===== src/rtl/eth_regs_pkg.sv =====
`default_nettype none
// ============================================================================
// Module      : eth_regs_pkg
// Description : Shared constants for the Ethernet AXI4-Lite register file:
//               register byte offsets, ID value, CTRL bit indices, AXI
//               response codes and the MDIO_CMD writable-bit mask.
// Revision    : 1.0 - initial release
// ============================================================================
package eth_regs_pkg;

    // Register byte offsets; the decoder only looks at bits [4:2].
    localparam logic [4:0] c_OFF_CTRL      = 5'h00;
    localparam logic [4:0] c_OFF_MDIO_CMD  = 5'h04;
    localparam logic [4:0] c_OFF_MDIO_STAT = 5'h08;
    localparam logic [4:0] c_OFF_RX_FRAMES = 5'h0C;
    localparam logic [4:0] c_OFF_CRC_ERRS  = 5'h10;
    localparam logic [4:0] c_OFF_SCRATCH   = 5'h14;
    localparam logic [4:0] c_OFF_ID        = 5'h18;
    localparam logic [4:0] c_OFF_UNMAPPED  = 5'h1C;

    localparam logic [31:0] c_ID_VALUE = 32'h4554_4831;

    localparam int unsigned c_CTRL_TX_TEST_BIT = 0;
    localparam int unsigned c_CTRL_RX_EN_BIT   = 1;

    localparam logic [1:0] c_RESP_OKAY   = 2'b00;
    localparam logic [1:0] c_RESP_SLVERR = 2'b10;

    // MDIO_CMD keeps [31:16] write data and [10:0] op/phy/reg; [15:11] read 0.
    localparam logic [31:0] c_MDIO_CMD_MASK = 32'hFFFF_07FF;

endpackage : eth_regs_pkg
`default_nettype wire


===== src/rtl/eth_sat_counter.sv =====
`default_nettype none
// ============================================================================
// Module      : eth_sat_counter
// Description : 32-bit saturating event counter with synchronous clear.
//               A clear in the same cycle as an increment leaves the count at
//               1 so that the coincident event is not lost.
// Ports       : clk, rst_n (async active-low), i_inc (event strobe),
//               i_clr (clear strobe), o_count (current count)
// Revision    : 1.0 - initial release
// ============================================================================
module eth_sat_counter (
    input  logic        clk,
    input  logic        rst_n,
    input  logic        i_inc,
    input  logic        i_clr,
    output logic [31:0] o_count
);

    logic [31:0] r_cnt_q;
    logic [31:0] w_cnt_d;

    always_comb begin
        w_cnt_d = r_cnt_q;
        if (i_clr) begin
            w_cnt_d = {31'd0, i_inc};
        end else if (i_inc && (r_cnt_q != 32'hFFFF_FFFF)) begin
            w_cnt_d = r_cnt_q + 32'd1;
        end
    end

    always_ff @(posedge clk or negedge rst_n) begin
        if (!rst_n) begin
            r_cnt_q <= 32'd0;
        end else begin
            r_cnt_q <= w_cnt_d;
        end
    end

    assign o_count = r_cnt_q;

endmodule : eth_sat_counter
`default_nettype wire


===== src/rtl/eth_axi_regs.sv =====
`default_nettype none
// ============================================================================
// Module      : eth_axi_regs
// Description : AXI4-Lite slave register file controlling the Ethernet block:
//               CTRL, MDIO command/status, saturating RX frame and CRC error
//               counters, scratch and ID registers.
// Ports       : AXI_Clk / AXI_Rstn      - clock, async active-low reset
//               AXI_aw*/w*/b*           - write address/data/response
//               AXI_ar*/r*              - read address/data
//               Tx_Test_En, Rx_En       - CTRL bits
//               Mdio_*                  - MDIO master command/status
//               Rx_Frame_Pulse,
//               Crc_Err_Pulse           - synchronised event strobes
// Revision    : 1.0 - initial release
// ============================================================================
module eth_axi_regs
    import eth_regs_pkg::*;
#(
    parameter int unsigned ADDR_W   = 32,
    parameter logic [31:0] ID_VALUE = c_ID_VALUE
) (
    input  logic              AXI_Clk,
    input  logic              AXI_Rstn,
    input  logic              AXI_awvalid,
    output logic              AXI_awready,
    input  logic [ADDR_W-1:0] AXI_awaddr,
    input  logic              AXI_wvalid,
    output logic              AXI_wready,
    input  logic [31:0]       AXI_wdata,
    output logic              AXI_bvalid,
    output logic [1:0]        AXI_bresp,
    input  logic              AXI_bready,
    input  logic              AXI_arvalid,
    output logic              AXI_arready,
    input  logic [ADDR_W-1:0] AXI_araddr,
    output logic              AXI_rvalid,
    output logic [31:0]       AXI_rdata,
    output logic [1:0]        AXI_rresp,
    input  logic              AXI_rready,
    output logic              Tx_Test_En,
    output logic              Rx_En,
    output logic              Mdio_Start,
    output logic              Mdio_Op,
    output logic [4:0]        Mdio_Phy_Addr,
    output logic [4:0]        Mdio_Reg_Addr,
    output logic [15:0]       Mdio_Wr_Data,
    input  logic              Mdio_Busy,
    input  logic [15:0]       Mdio_Rd_Data,
    input  logic              Rx_Frame_Pulse,
    input  logic              Crc_Err_Pulse
);

    // ------------------------------------------------------------------
    // State
    // ------------------------------------------------------------------
    logic        r_awready_q, w_awready_d;
    logic        r_wready_q,  w_wready_d;
    logic        r_arready_q, w_arready_d;
    logic        r_aw_held_q, w_aw_held_d;
    logic        r_w_held_q,  w_w_held_d;
    logic [2:0]  r_awidx_q,   w_awidx_d;
    logic [31:0] r_wdata_q,   w_wdata_d;
    logic        r_bvalid_q,  w_bvalid_d;
    logic [1:0]  r_bresp_q,   w_bresp_d;
    logic        r_rvalid_q,  w_rvalid_d;
    logic [31:0] r_rdata_q,   w_rdata_d;
    logic [1:0]  r_rresp_q,   w_rresp_d;
    logic [1:0]  r_ctrl_q,    w_ctrl_d;
    logic [31:0] r_mdio_cmd_q, w_mdio_cmd_d;
    logic [31:0] r_scratch_q, w_scratch_d;
    logic        r_mdio_go_q, w_mdio_go_d;
    logic        r_mdio_start_q;

    // ------------------------------------------------------------------
    // Combinational helpers
    // ------------------------------------------------------------------
    logic        w_aw_fire;
    logic        w_w_fire;
    logic        w_ar_fire;
    logic        w_do_write;
    logic [2:0]  w_wr_idx;
    logic [31:0] w_wr_data;
    logic [1:0]  w_wr_resp;
    logic [2:0]  w_rd_idx;
    logic [31:0] w_rd_data;
    logic [1:0]  w_rd_resp;
    logic        w_rx_clr;
    logic        w_crc_clr;
    logic [31:0] w_rx_count;
    logic [31:0] w_crc_count;
    logic        w_unused_addr_bits;

    // Only addr[4:2] is decoded; the rest is deliberately ignored.
    assign w_unused_addr_bits = &{1'b0, AXI_awaddr, AXI_araddr};

    always_comb begin
        w_aw_fire  = AXI_awvalid & r_awready_q;
        w_w_fire   = AXI_wvalid  & r_wready_q;
        w_ar_fire  = AXI_arvalid & r_arready_q;

        // A beat arriving now is used directly; a beat that arrived earlier
        // comes from its holding register.
        w_wr_idx   = r_aw_held_q ? r_awidx_q : AXI_awaddr[4:2];
        w_wr_data  = r_w_held_q  ? r_wdata_q : AXI_wdata;
        w_do_write = (r_aw_held_q | w_aw_fire) & (r_w_held_q | w_w_fire);

        w_ctrl_d     = r_ctrl_q;
        w_mdio_cmd_d = r_mdio_cmd_q;
        w_scratch_d  = r_scratch_q;
        w_mdio_go_d  = 1'b0;
        w_rx_clr     = 1'b0;
        w_crc_clr    = 1'b0;
        w_wr_resp    = c_RESP_OKAY;

        if (w_do_write) begin
            case (w_wr_idx)
                c_OFF_CTRL[4:2]: begin
                    w_ctrl_d = w_wr_data[1:0];
                end
                c_OFF_MDIO_CMD[4:2]: begin
                    // A command while the MDIO master is busy is refused.
                    if (Mdio_Busy) begin
                        w_wr_resp = c_RESP_SLVERR;
                    end else begin
                        w_mdio_cmd_d = w_wr_data & c_MDIO_CMD_MASK;
                        w_mdio_go_d  = 1'b1;
                    end
                end
                c_OFF_RX_FRAMES[4:2]: w_rx_clr  = 1'b1;
                c_OFF_CRC_ERRS[4:2]:  w_crc_clr = 1'b1;
                c_OFF_SCRATCH[4:2]:   w_scratch_d = w_wr_data;
                c_OFF_UNMAPPED[4:2]:  w_wr_resp = c_RESP_SLVERR;
                default: ;
            endcase
        end

        w_aw_held_d = ~w_do_write & (r_aw_held_q | w_aw_fire);
        w_w_held_d  = ~w_do_write & (r_w_held_q  | w_w_fire);
        w_awidx_d   = w_aw_fire ? AXI_awaddr[4:2] : r_awidx_q;
        w_wdata_d   = w_w_fire  ? AXI_wdata       : r_wdata_q;

        w_bvalid_d = r_bvalid_q;
        w_bresp_d  = r_bresp_q;
        if (w_do_write) begin
            w_bvalid_d = 1'b1;
            w_bresp_d  = w_wr_resp;
        end else if (r_bvalid_q && AXI_bready) begin
            w_bvalid_d = 1'b0;
        end

        // Ready flags are registered so they stay low through reset and rise
        // on the first edge after it.
        w_awready_d = ~w_aw_held_d & ~w_bvalid_d;
        w_wready_d  = ~w_w_held_d  & ~w_bvalid_d;

        // Read mux. Counters are read before any same-cycle clear lands.
        w_rd_idx  = AXI_araddr[4:2];
        w_rd_resp = c_RESP_OKAY;
        case (w_rd_idx)
            c_OFF_CTRL[4:2]:      w_rd_data = {30'd0, r_ctrl_q};
            c_OFF_MDIO_CMD[4:2]:  w_rd_data = r_mdio_cmd_q;
            c_OFF_MDIO_STAT[4:2]: w_rd_data = {Mdio_Rd_Data, 15'd0, Mdio_Busy};
            c_OFF_RX_FRAMES[4:2]: w_rd_data = w_rx_count;
            c_OFF_CRC_ERRS[4:2]:  w_rd_data = w_crc_count;
            c_OFF_SCRATCH[4:2]:   w_rd_data = r_scratch_q;
            c_OFF_ID[4:2]:        w_rd_data = ID_VALUE;
            default: begin
                w_rd_data = 32'd0;
                w_rd_resp = c_RESP_SLVERR;
            end
        endcase

        w_rvalid_d = r_rvalid_q;
        w_rdata_d  = r_rdata_q;
        w_rresp_d  = r_rresp_q;
        if (w_ar_fire) begin
            w_rvalid_d = 1'b1;
            w_rdata_d  = w_rd_data;
            w_rresp_d  = w_rd_resp;
        end else if (r_rvalid_q && AXI_rready) begin
            w_rvalid_d = 1'b0;
        end
        w_arready_d = ~w_rvalid_d;
    end

    always_ff @(posedge AXI_Clk or negedge AXI_Rstn) begin
        if (!AXI_Rstn) begin
            r_awready_q    <= 1'b0;
            r_wready_q     <= 1'b0;
            r_arready_q    <= 1'b0;
            r_aw_held_q    <= 1'b0;
            r_w_held_q     <= 1'b0;
            r_awidx_q      <= 3'd0;
            r_wdata_q      <= 32'd0;
            r_bvalid_q     <= 1'b0;
            r_bresp_q      <= c_RESP_OKAY;
            r_rvalid_q     <= 1'b0;
            r_rdata_q      <= 32'd0;
            r_rresp_q      <= c_RESP_OKAY;
            r_ctrl_q       <= 2'd0;
            r_mdio_cmd_q   <= 32'd0;
            r_scratch_q    <= 32'd0;
            r_mdio_go_q    <= 1'b0;
            r_mdio_start_q <= 1'b0;
        end else begin
            r_awready_q    <= w_awready_d;
            r_wready_q     <= w_wready_d;
            r_arready_q    <= w_arready_d;
            r_aw_held_q    <= w_aw_held_d;
            r_w_held_q     <= w_w_held_d;
            r_awidx_q      <= w_awidx_d;
            r_wdata_q      <= w_wdata_d;
            r_bvalid_q     <= w_bvalid_d;
            r_bresp_q      <= w_bresp_d;
            r_rvalid_q     <= w_rvalid_d;
            r_rdata_q      <= w_rdata_d;
            r_rresp_q      <= w_rresp_d;
            r_ctrl_q       <= w_ctrl_d;
            r_mdio_cmd_q   <= w_mdio_cmd_d;
            r_scratch_q    <= w_scratch_d;
            r_mdio_go_q    <= w_mdio_go_d;
            // Start strobe trails the commit by one cycle, from a flop.
            r_mdio_start_q <= r_mdio_go_q;
        end
    end

    eth_sat_counter u_rx_frames (
        .clk     (AXI_Clk),
        .rst_n   (AXI_Rstn),
        .i_inc   (Rx_Frame_Pulse),
        .i_clr   (w_rx_clr),
        .o_count (w_rx_count)
    );

    eth_sat_counter u_crc_errs (
        .clk     (AXI_Clk),
        .rst_n   (AXI_Rstn),
        .i_inc   (Crc_Err_Pulse),
        .i_clr   (w_crc_clr),
        .o_count (w_crc_count)
    );

    assign AXI_awready   = r_awready_q;
    assign AXI_wready    = r_wready_q;
    assign AXI_arready   = r_arready_q;
    assign AXI_bvalid    = r_bvalid_q;
    assign AXI_bresp     = r_bresp_q;
    assign AXI_rvalid    = r_rvalid_q;
    assign AXI_rdata     = r_rdata_q;
    assign AXI_rresp     = r_rresp_q;
    assign Tx_Test_En    = r_ctrl_q[c_CTRL_TX_TEST_BIT];
    assign Rx_En         = r_ctrl_q[c_CTRL_RX_EN_BIT];
    assign Mdio_Start    = r_mdio_start_q;
    assign Mdio_Op       = r_mdio_cmd_q[10];
    assign Mdio_Phy_Addr = r_mdio_cmd_q[9:5];
    assign Mdio_Reg_Addr = r_mdio_cmd_q[4:0];
    assign Mdio_Wr_Data  = r_mdio_cmd_q[31:16];

endmodule : eth_axi_regs
`default_nettype wire


===== config.mk =====
export PLATFORM = sky130hd
export DESIGN_NAME = eth_axi_regs
export DESIGN_NICKNAME = d
export VERILOG_FILES = /design/src/rtl/eth_regs_pkg.sv /design/src/rtl/eth_sat_counter.sv /design/src/rtl/eth_axi_regs.sv
export SDC_FILE = /design/constraint.sdc
export NUM_CORES = 1
export LEC_CHECK = 0
export CORE_MARGIN = 1.5
export CORE_UTILIZATION = 30
export DETAILED_ROUTE_END_ITERATION = 10
export GPL_TIMING_DRIVEN = 0
export PLACE_DENSITY = 0.57
export SLEW_MARGIN = 20
export SYNTH_ARGS = -nofsm -noshare
export SYNTH_HDL_FRONTEND = slang
export SYNTH_SLANG_ARGS = --single-unit

===== constraint.sdc =====
create_clock -name AXI_Clk -period 2.75 [get_ports AXI_Clk]
set_input_delay 0.275 -clock AXI_Clk [delete_from_list [all_inputs] [get_ports AXI_Clk]]
set_output_delay 0.275 -clock AXI_Clk [all_outputs]
set_load 0.02 [all_outputs]

==> After elaboration in Yosys (flattened, before gate mapping) <==
Index checks and enable logic that the tools add are counted.
W data, S select, Z words.
{ "word_totals": {"regBits": 205, "in_bits": 122} }
{ "op_classes": {"reduce_logical": 12, "n_mux": 21, "n_bitwise": 16, "eq_ne": 13, "addsub": 2} }
{ "ops": {"columns": ["operator", "count"], "rows": [
  ["$pmux W32 S7", 1],
  ["$mux W32", 5],
  ["$add A32 B1 Y32 const B", 2],
  ["$ne A32 B32 Y1 const B", 2],
  ["$eq A3 B3 Y1 const B", 6],
  ["$mux W1", 11],
  ["$eq A3 B2 Y1 const B", 3],
  ["$and A1 B1 Y1", 8],
  ["$reduce_or A7 Y1", 1],
  ["$eq A3 B1 Y1 const B", 2],
  ["$logic_not A3 Y1", 2],
  ["$not A1 Y1", 6],
  ["$logic_and A1 B1 Y1", 4],
  ["$mux W2", 2],
  ["$pmux W2 S2", 1],
  ["$reduce_and A2 Y1", 2],
  ["$reduce_bool A2 Y1", 2],
  ["$mux W3", 1],
  ["$reduce_and A3 Y1", 1],
  ["$or A1 B1 Y1", 2]
]} }

==> Longest topological paths before layout <==
Gate-level depths: netlist of run 1.
{ "logic_depth": {"word_depth": 7, "depth_mapped": 8, "depth_no_buf": 6} }

==> By module <==
Synthesis of run 1 repeated with hierarchy kept, for this count alone.
{ "unflattened": {"hier_cells": 994, "area_unflattened_um2": 10294.9} }
{ "by_module_without_submodules": {"columns": ["module", "area_per_inst_um2", "n_inst", "cells_per_inst"], "rows": [
  ["eth_axi_regs", 6799.0, 1, 604],
  ["eth_sat_counter", 1747.9, 2, 195]
]} }

==> Worst setup path before layout of run 1 <==
OpenSTA, ideal clock, no wires.
{ "synth_timing": {"path_type": "register to register", "from": "reg u_rx_frames.r_cnt_q[0] (netlist: u_rx_frames.o_count[0])", "to": "reg u_rx_frames.r_cnt_q[1] (netlist: u_rx_frames.o_count[1])", "synth_period_minus_slack_ns": 2.049, "path_buffers": 1, "slack_ns": 0.701, "arrival_ns": 1.917, "setup_time_ns": 0.132, "stages_incl_launch_ff": 8, "path_cell_list": "dfrtp_1 > ha_1 > nand3_2 > or4_4 > o31ai_4 > buf_2 > mux2i_1 > nor2_1"} }
{ "synth_between": {"elab_chain_cells": 3} }
{ "synth_rtl": {"columns": ["element", "line", "rtl"], "rows": [
  ["start, declared", "eth_sat_counter.sv:19", "logic [31:0] r_cnt_q;"],
  ["start signal, assigned", "eth_sat_counter.sv:35", "r_cnt_q <= w_cnt_d;"],
  ["$add A32 B1 Y32 / $ne A32 B32 Y1 (equally long branches)", "eth_sat_counter.sv:27, eth_sat_counter.sv:26", null],
  ["$mux W32 / $logic_and A1 B1 Y1 (equally long branches)", "eth_sat_counter.sv:26", "end else if (i_inc && (r_cnt_q != 32'hFFFF_FFFF)) begin"],
  ["$mux W32 / $reduce_bool A2 Y1 (equally long branches)", null, null]
]} }
Several ways; a longest one is shown, not always the timed one. The select of a mux whose other input is x is not followed.
A chain may end at the register's enable or synchronous reset.

==> Worst setup path after layout of run 1 <==
{ "layout_timing": {"from": "reg r_w_held_q", "to": "reg u_crc_errs.r_cnt_q[9] (netlist: u_crc_errs.o_count[9])"} }
{ "layout_between": {"elab_chain_cells": 4} }
{ "layout_rtl": {"columns": ["element", "line", "rtl"], "rows": [
  ["start, declared", "eth_axi_regs.sv:60", "logic r_w_held_q, w_w_held_d;"],
  ["start signal, assigned", "eth_axi_regs.sv:210", "r_w_held_q <= w_w_held_d;"],
  ["$or A1 B1 Y1 (*)", "eth_axi_regs.sv:105", "w_do_write = (r_aw_held_q | w_aw_fire) & (r_w_held_q | w_w_fire);"],
  ["$and A1 B1 Y1 (*)", "eth_axi_regs.sv:105", null],
  ["$mux W1 (*)", "eth_axi_regs.sv:115", "if (w_do_write) begin"],
  ["$mux W32 / $reduce_bool A2 Y1 (equally long branches)", null, null],
  ["end signal, assigned", "eth_sat_counter.sv:35", null],
  ["end, declared", "eth_sat_counter.sv:19", null]
]} }
Mark *: on every way between the ends. The rest lies on a longest branch, timed or not.

==> results of run 1 <==
[critical path: stages (launching register included)]
cell      delay (ns)
dfrtp_1         0.33
buf_2           0.20
a21oi_1         0.13
nor2_2          0.29
and3_1          0.30
clkbuf_1        0.54
clkbuf_1        0.52
nor2_1          0.11
[what timing repair did]
item | CTS | global route
hold buffers | 1 | 0
resized for setup | 0 | 3
hold endpoints to repair | 44 | 0
endpoints found under the setup margin | 0 | 5
[synthesized netlist by cell type (all sizes together), types with 3 or more instances]
cell,n
a211oi,4
a21o,4
a21oi,89
a221oi,8
a22o,11
a22oi,16
a2bb2oi,3
a31o,3
a31oi,4
and2,4
and3,9
and4,5
buf,22
clkbuf,44
dfrtp,203
inv,19
mux2,46
mux2i,55
nand2,91
nand2b,4
nand3,30
nand4,23
nor2,76
nor2b,11
nor3,8
nor4,9
o2111ai,3
o211ai,8
o21ai,89
o221ai,5
o22ai,4
o31ai,7
or3,30
or4,10
xnor2,12
xor2,9
[through the flow]
step                      setup slack [ns]  TNS (ns)  instance area [um2]  hold slack [ns]
after global routing              0.001526         0                12890           0.2712
after CTS                           0.1028         0                12890           0.2435
after detailed placement           -0.4434    -7.021                12060           0.1978
final                               0.1578         0                12890           0.2445
after global placement              -7.579  -1539.58                12000           0.3358
after floorplan                     0.7010         0                10120         -0.02059
[metal layers]
| layer | vias up | part of all wire [%] | GRT usage, % |
|---|---|---|---|
| met1 | 4240 | 47 | 26.47 |
| li1 | 3974 | - | - |
| met2 | 279 | 45 | 29.06 |
| met3 | 60 | 5.4 | 2.746 |
| met4 | 0 | 2.7 | 5.242 |
| met5 | - | 0 | 0 |
[state kept, by name (all words and copies together) (netlist names), 2 cells and up]
signal               flops
AXI_rdata               32
r_awidx_q                3
r_ctrl_q                 2
r_mdio_cmd_q            27
r_scratch_q             32
r_wdata_q               32
u_crc_errs.o_count      32
u_rx_frames.o_count     32
[final cells by class]
cell class	instances	area, um2
fill	3386	20480
sequential	203	5080
multi-input combinational	715	4692
timing repair buffer	135	1391
clock buffer	36	715.7
tap	448	560.5
buffer	66	277.8
clock inverter	5	100.1
inverter	19	71.32
[logic make-up after synthesis]
logic type | after synthesis | synth area share (%)
other | 1 | 0.03707
flip-flops | 203 | 50.22
adder cells (fa/ha/maj) | 2 | 0.2474
buffers and inverters | 85 | 3.426
XOR/XNOR | 21 | 1.818
AND/OR/NAND/NOR | 314 | 16.12
AO/OA/AOI/OAI | 274 | 17.34
multiplexers | 102 | 10.79
[report_power, final]
| group | leakage (uW) | total [uW] | internal [uW] | switching (uW) |
|---|---|---|---|---|
| Clock | 0.000399 | 3260 | 1980 | 1280 |
| Combinational | 0.00227 | 3980 | 1810 | 2180 |
| Sequential | 0.00259 | 4860 | 4010 | 848 |
[path summary, 6_finish.rpt]
check                             from                     to  slack (ns)  depth (start not counted)
setup / recovery            r_w_held_q  u_crc_errs.o_count[9]        0.16                          7
hold / removal                AXI_Rstn           AXI_rdata[9]        0.24                          2
setup reg to reg            r_w_held_q  u_crc_errs.o_count[9]        0.16                          7
hold reg to reg            r_mdio_go_q             Mdio_Start        0.36                          0
max in group asynchronous     AXI_Rstn          r_wdata_q[26]        1.35                          4
min in group AXI_Clk       r_mdio_go_q             Mdio_Start        0.36                          0
==> results.json, run 1 <==
{
  "die_area_um2": 34830,
  "core-area_um2": 33360,
  "grt_pass1_vias": 8302,
  "synth_ff_type": "dfrtp_1",
  "setup_viol": 0,
  "io_pins": 193,
  "wire_per_inst_um": 20.08,
  "rsz0062_at_grt": "false",
  "die_h_um": 186.6,
  "postSynthCellCount": 1002,
  "syn_area_per_cell_um2": 10.09,
  "criticalPathCategory": "reg -> reg",
  "powerDensity_nw_per_um2": 939.3,
  "detail-route-antenna-nets": 0,
  "critPathRequiredTime_ns": 3.13,
  "status": "finished, final reports clean",
  "antenna_cells": 0,
  "hold_class": "in -> async",
  "tightestPinTransition_ns": 0.9115,
  "period_minus_slack_ns": 2.592,
  "slew_viol_final": 0,
  "critPathArrivalTime_ns": 2.97,
  "power_uw": 12110,
  "drc": 0,
  "die_w_um": 186.6,
  "grt_usage_pct": 18.50,
  "synth_edf_count": 0,
  "dp_cells": 1585,
  "vias": 8553,
  "portBuffers": 132,
  "start_kind": "flip-flop",
  "clk_latency_ns": 0.54,
  "wirelength_mm": 32.68,
  "leakagePower_uw": 0.005255,
  "rows": 67,
  "ys_ff_latch": 203,
  "hpwl_mm": 24.42,
  "layout_common_cells": "dfrtp_1 (203), clkdlybuf4s50_1 (131), nand2_1 (91), o21ai_0 (88), a21oi_1 (86)",
  "finalNonFillerCells": 1627,
  "peakVddDrop_mv": 0.6523,
  "max_freq_ghz": 0.3858,
  "drt_iter0_drc": 815,
  "synth_top_area_share_pct": 50.22,
  "fin_crit_sh_pct": 94.26,
  "first_pass_iters": 7,
  "via_per_inst": 5.257,
  "syn_to_final_growth_pct": 27.42,
  "crit_path_end_kind": "flip-flop",
  "drive_gt1_share_pct": 11.54,
  "h-tree-depth": 1,
  "synth_area_um2": 10110,
  "yosys_warnings": 0,
  "path_clk_slew_ns": 0.06,
  "crit_fanout": 10,
  "yosysSeqAreaShare_pct": 50.22,
  "cts_buffers": 24,
  "clkSinkCount": 203,
  "cts_setup_buffers": 0,
  "clockRootBuffer": "clkbuf_16",
  "hold_violations": 0,
  "synthTopCellsByArea": "dfrtp_1 (50%), mux2i_1 (5.4%), mux2_2 (5.1%), o21ai_0 (4.4%), a21oi_1 (4.3%)",
  "cts_max_path_buffers": 3,
  "synth.distinct_cells": 71,
  "initial_core_util_pct": 30.32,
  "slew_headroom_pct": 38.73,
  "grt_max_degree": 89,
  "final_common_cell": "dfrtp_1",
  "max_cap_violations": 0,
  "gp_congestion": 0.9112,
  "fin_worst_skew_ns": 0.02911,
  "grt_pass1_wl_mm": 50.14,
  "cts_tree": "yes",
  "nets": 1288,
  "yosys.area.top_type": "dfrtp_1",
  "antenna_found_initial": 0,
  "async_reset_ff_share_pct": 100.0,
  "grt_overflow": 0,
  "fin_util_pct": 38.63
}
No activity file was read; power rests on OpenSTA's default activity.
==> run 2: changes to the inputs <==
--- a/config.mk
+++ b/config.mk
@@ -14,3 +14,4 @@
 export SYNTH_ARGS = -nofsm -noshare
 export SYNTH_HDL_FRONTEND = slang
 export SYNTH_SLANG_ARGS = --single-unit
+export TNS_END_PERCENT = 10
==> results of run 2 <==
Same layout as run 1: the final DEF is identical, and so are final timing and power.
==> run 3: changes to the inputs <==
==> constraint.sdc (replaced) <==
create_clock -name AXI_Clk -period 3.03 [get_ports AXI_Clk]
set_input_delay 0.303 -clock AXI_Clk [delete_from_list [all_inputs] [get_ports AXI_Clk]]
set_output_delay 0.303 -clock AXI_Clk [all_outputs]
set_load 0.02 [all_outputs]
==> run 3 against run 2 <==
Final cell count did not move. Die area stayed put. Clock skew about the same. Largest cell class unchanged. Register-to-register slack improved by 0.28 ns. Clock-buffer cell count unchanged. Worst setup slack better by 0.15 ns. First-iteration DRC count rose by 1.5%. Critical path depth stayed put. Non-clock buffer count unchanged. Sequential power is 9.3% lower. Flip-flop and latch count unchanged. Combinational power is 9.3% lower.
==> results.json, run 3 (synthesis results as in run 1) <==
{
  "wl_met1_mm": 15.12,
  "start_kind": "input pin",
  "io_pins": 193,
  "core-area_um2": 33360,
  "grt_overflow": 0,
  "peakVddDrop_mv": 0.5921,
  "dr_wl_met2_mm": 14.78,
  "cp_top_family": "buffers and inverters",
  "grt_usage_pct": 18.50,
  "slew_headroom_pct": 38.13,
  "syn_to_final_growth_pct": 27.40,
  "tightestPinTransition_ns": 0.9204,
  "cts_tree": "yes",
  "max_cap_violations": 0,
  "grt_pass1_vias": 8302,
  "first_pass_iters": 5,
  "cts_max_path_buffers": 3,
  "path_clk_slew_ns": 0.06,
  "cp_slowest_cell": "buf_1",
  "detail-route-antenna-nets": 0,
  "drt_iter0_drc": 827,
  "die_area_um2": 34830,
  "crit_chain": "clkdlybuf4s50_1 -> buf_1 -> buf_1 -> mux2i_1 -> o21ai_0 -> a21oi_1 -> o21ai_0",
  "grt_pass1_wl_mm": 50.14,
  "critPathRequiredTime_ns": 3.42,
  "layout_common_cells": "dfrtp_1 (203), clkdlybuf4s50_1 (131), nand2_1 (91), o21ai_0 (88), a21oi_1 (86)",
  "gp_congestion": 0.9112,
  "fin_worst_skew_ns": 0.02877,
  "clk_latency_ns": 0.54,
  "crit_path_end_kind": "flip-flop",
  "vias": 8547,
  "rows": 67,
  "antenna_found_initial": 0,
  "path_depth": 7,
  "criticalPathCategory": "in -> reg",
  "drive_gt1_share_pct": 11.37,
  "max_freq_ghz": 0.3680,
  "nets": 1288,
  "leakagePower_uw": 0.005249,
  "slew_viol_final": 0,
  "via_per_inst": 5.253,
  "reg2regPathDepth": 7,
  "ctsResizeCount": 0,
  "max_stage_delay_ns": 0.67,
  "power_uw": 10980,
  "wirelength_mm": 32.70,
  "hold_violations": 0,
  "die_h_um": 186.6,
  "critPathArrivalTime_ns": 3.11,
  "antenna_cells": 0,
  "setup_viol": 0,
  "wire_per_inst_um": 20.10,
  "drc": 0,
  "final_common_cell": "dfrtp_1",
  "crit_fanout": 10,
  "cts_buffers": 24,
  "routed.top_layer": "met4",
  "hold_buffers": 1,
  "clockRootBuffer": "clkbuf_16",
  "portBuffers": 132,
  "cts_setup_buffers": 0,
  "powerDensity_nw_per_um2": 852.2,
  "grt_max_degree": 89,
  "hpwl_mm": 24.42,
  "rsz0062_at_grt": "false",
  "fin_crit_sh_pct": 89.69,
  "status": "finished, final reports clean",
  "hold_ws_ns": 0.2719,
  "dr_wl_met3_mm": 2.002,
  "clkSinkCount": 203,
  "hold_class": "in -> async",
  "die_w_um": 186.6,
  "worst-path-buf-inv": 3,
  "h-tree-depth": 1,
  "initial_core_util_pct": 30.32,
  "period_minus_slack_ns": 2.718
}
==> run 3: through the flow <==
step	instance area (um2)	setup slack (ns)	instances	util (%)	TNS, ns
2_1_floorplan	10120	0.9810	1003	-	0
3_3_place_gp	12000	-7.327	1583	35.97	-1482.98
3_5_place_dp	12060	-0.1914	1585	36.15	-0.8470
4_1_cts	12890	0.3548	1627	38.62	0
5_1_grt	12890	0.1921	1627	38.62	0
6_report	12890	0.3125	1627	38.62	0
==> run 3: worst reg2reg max path: stages, from the launching register on <==
cell	delay (ns)
dfrtp_1	0.33
buf_2	0.20
a21oi_1	0.14
nor2_2	0.29
and3_1	0.30
clkbuf_1	0.55
clkbuf_1	0.51
nor2_1	0.11
==> run 3: final timing paths <==
check / slack, ns / to / from
max: 0.31 / AXI_rdata[20] / AXI_araddr[4]
min: 0.27 / AXI_rdata[9] / AXI_Rstn
max reg2reg: 0.44 / u_crc_errs.o_count[9] / r_w_held_q
min reg2reg: 0.36 / Mdio_Start / r_mdio_go_q
max in group asynchronous: 1.59 / r_wdata_q[26] / AXI_Rstn
min in group AXI_Clk: 0.36 / Mdio_Start / r_mdio_go_q
==> run 3: per-layer routing <==
metal / up-vias / track usage [%]
li1: 3974 / -
met1: 4221 / 26.47
met2: 298 / 29.06
met3: 54 / 2.746
met4: 0 / 5.242
met5: - / 0
==> run 3: final cells by class <==
cell class / count / area, um2
clock buffers: 36 / 715.7
well taps: 448 / 560.5
clock inverters: 5 / 100.1
repair buffers: 135 / 1391
fillers: 3388 / 20480
flip-flops and latches: 203 / 5080
inverters: 19 / 71.32
plain buffers: 66 / 275.3
multi-input cells: 715 / 4692
==> run 3: report_power, final <==
| group | leakage [uW] | switching (uW) | total [uW] | internal, uW |
|---|---|---|---|---|
| Combinational | 0.00226 | 1970 | 3610 | 1640 |
| Clock | 0.000399 | 1160 | 2960 | 1800 |
| Sequential | 0.00259 | 768 | 4410 | 3640 |
| Total | 0.00525 | 3900 | 11000 | 7080 |
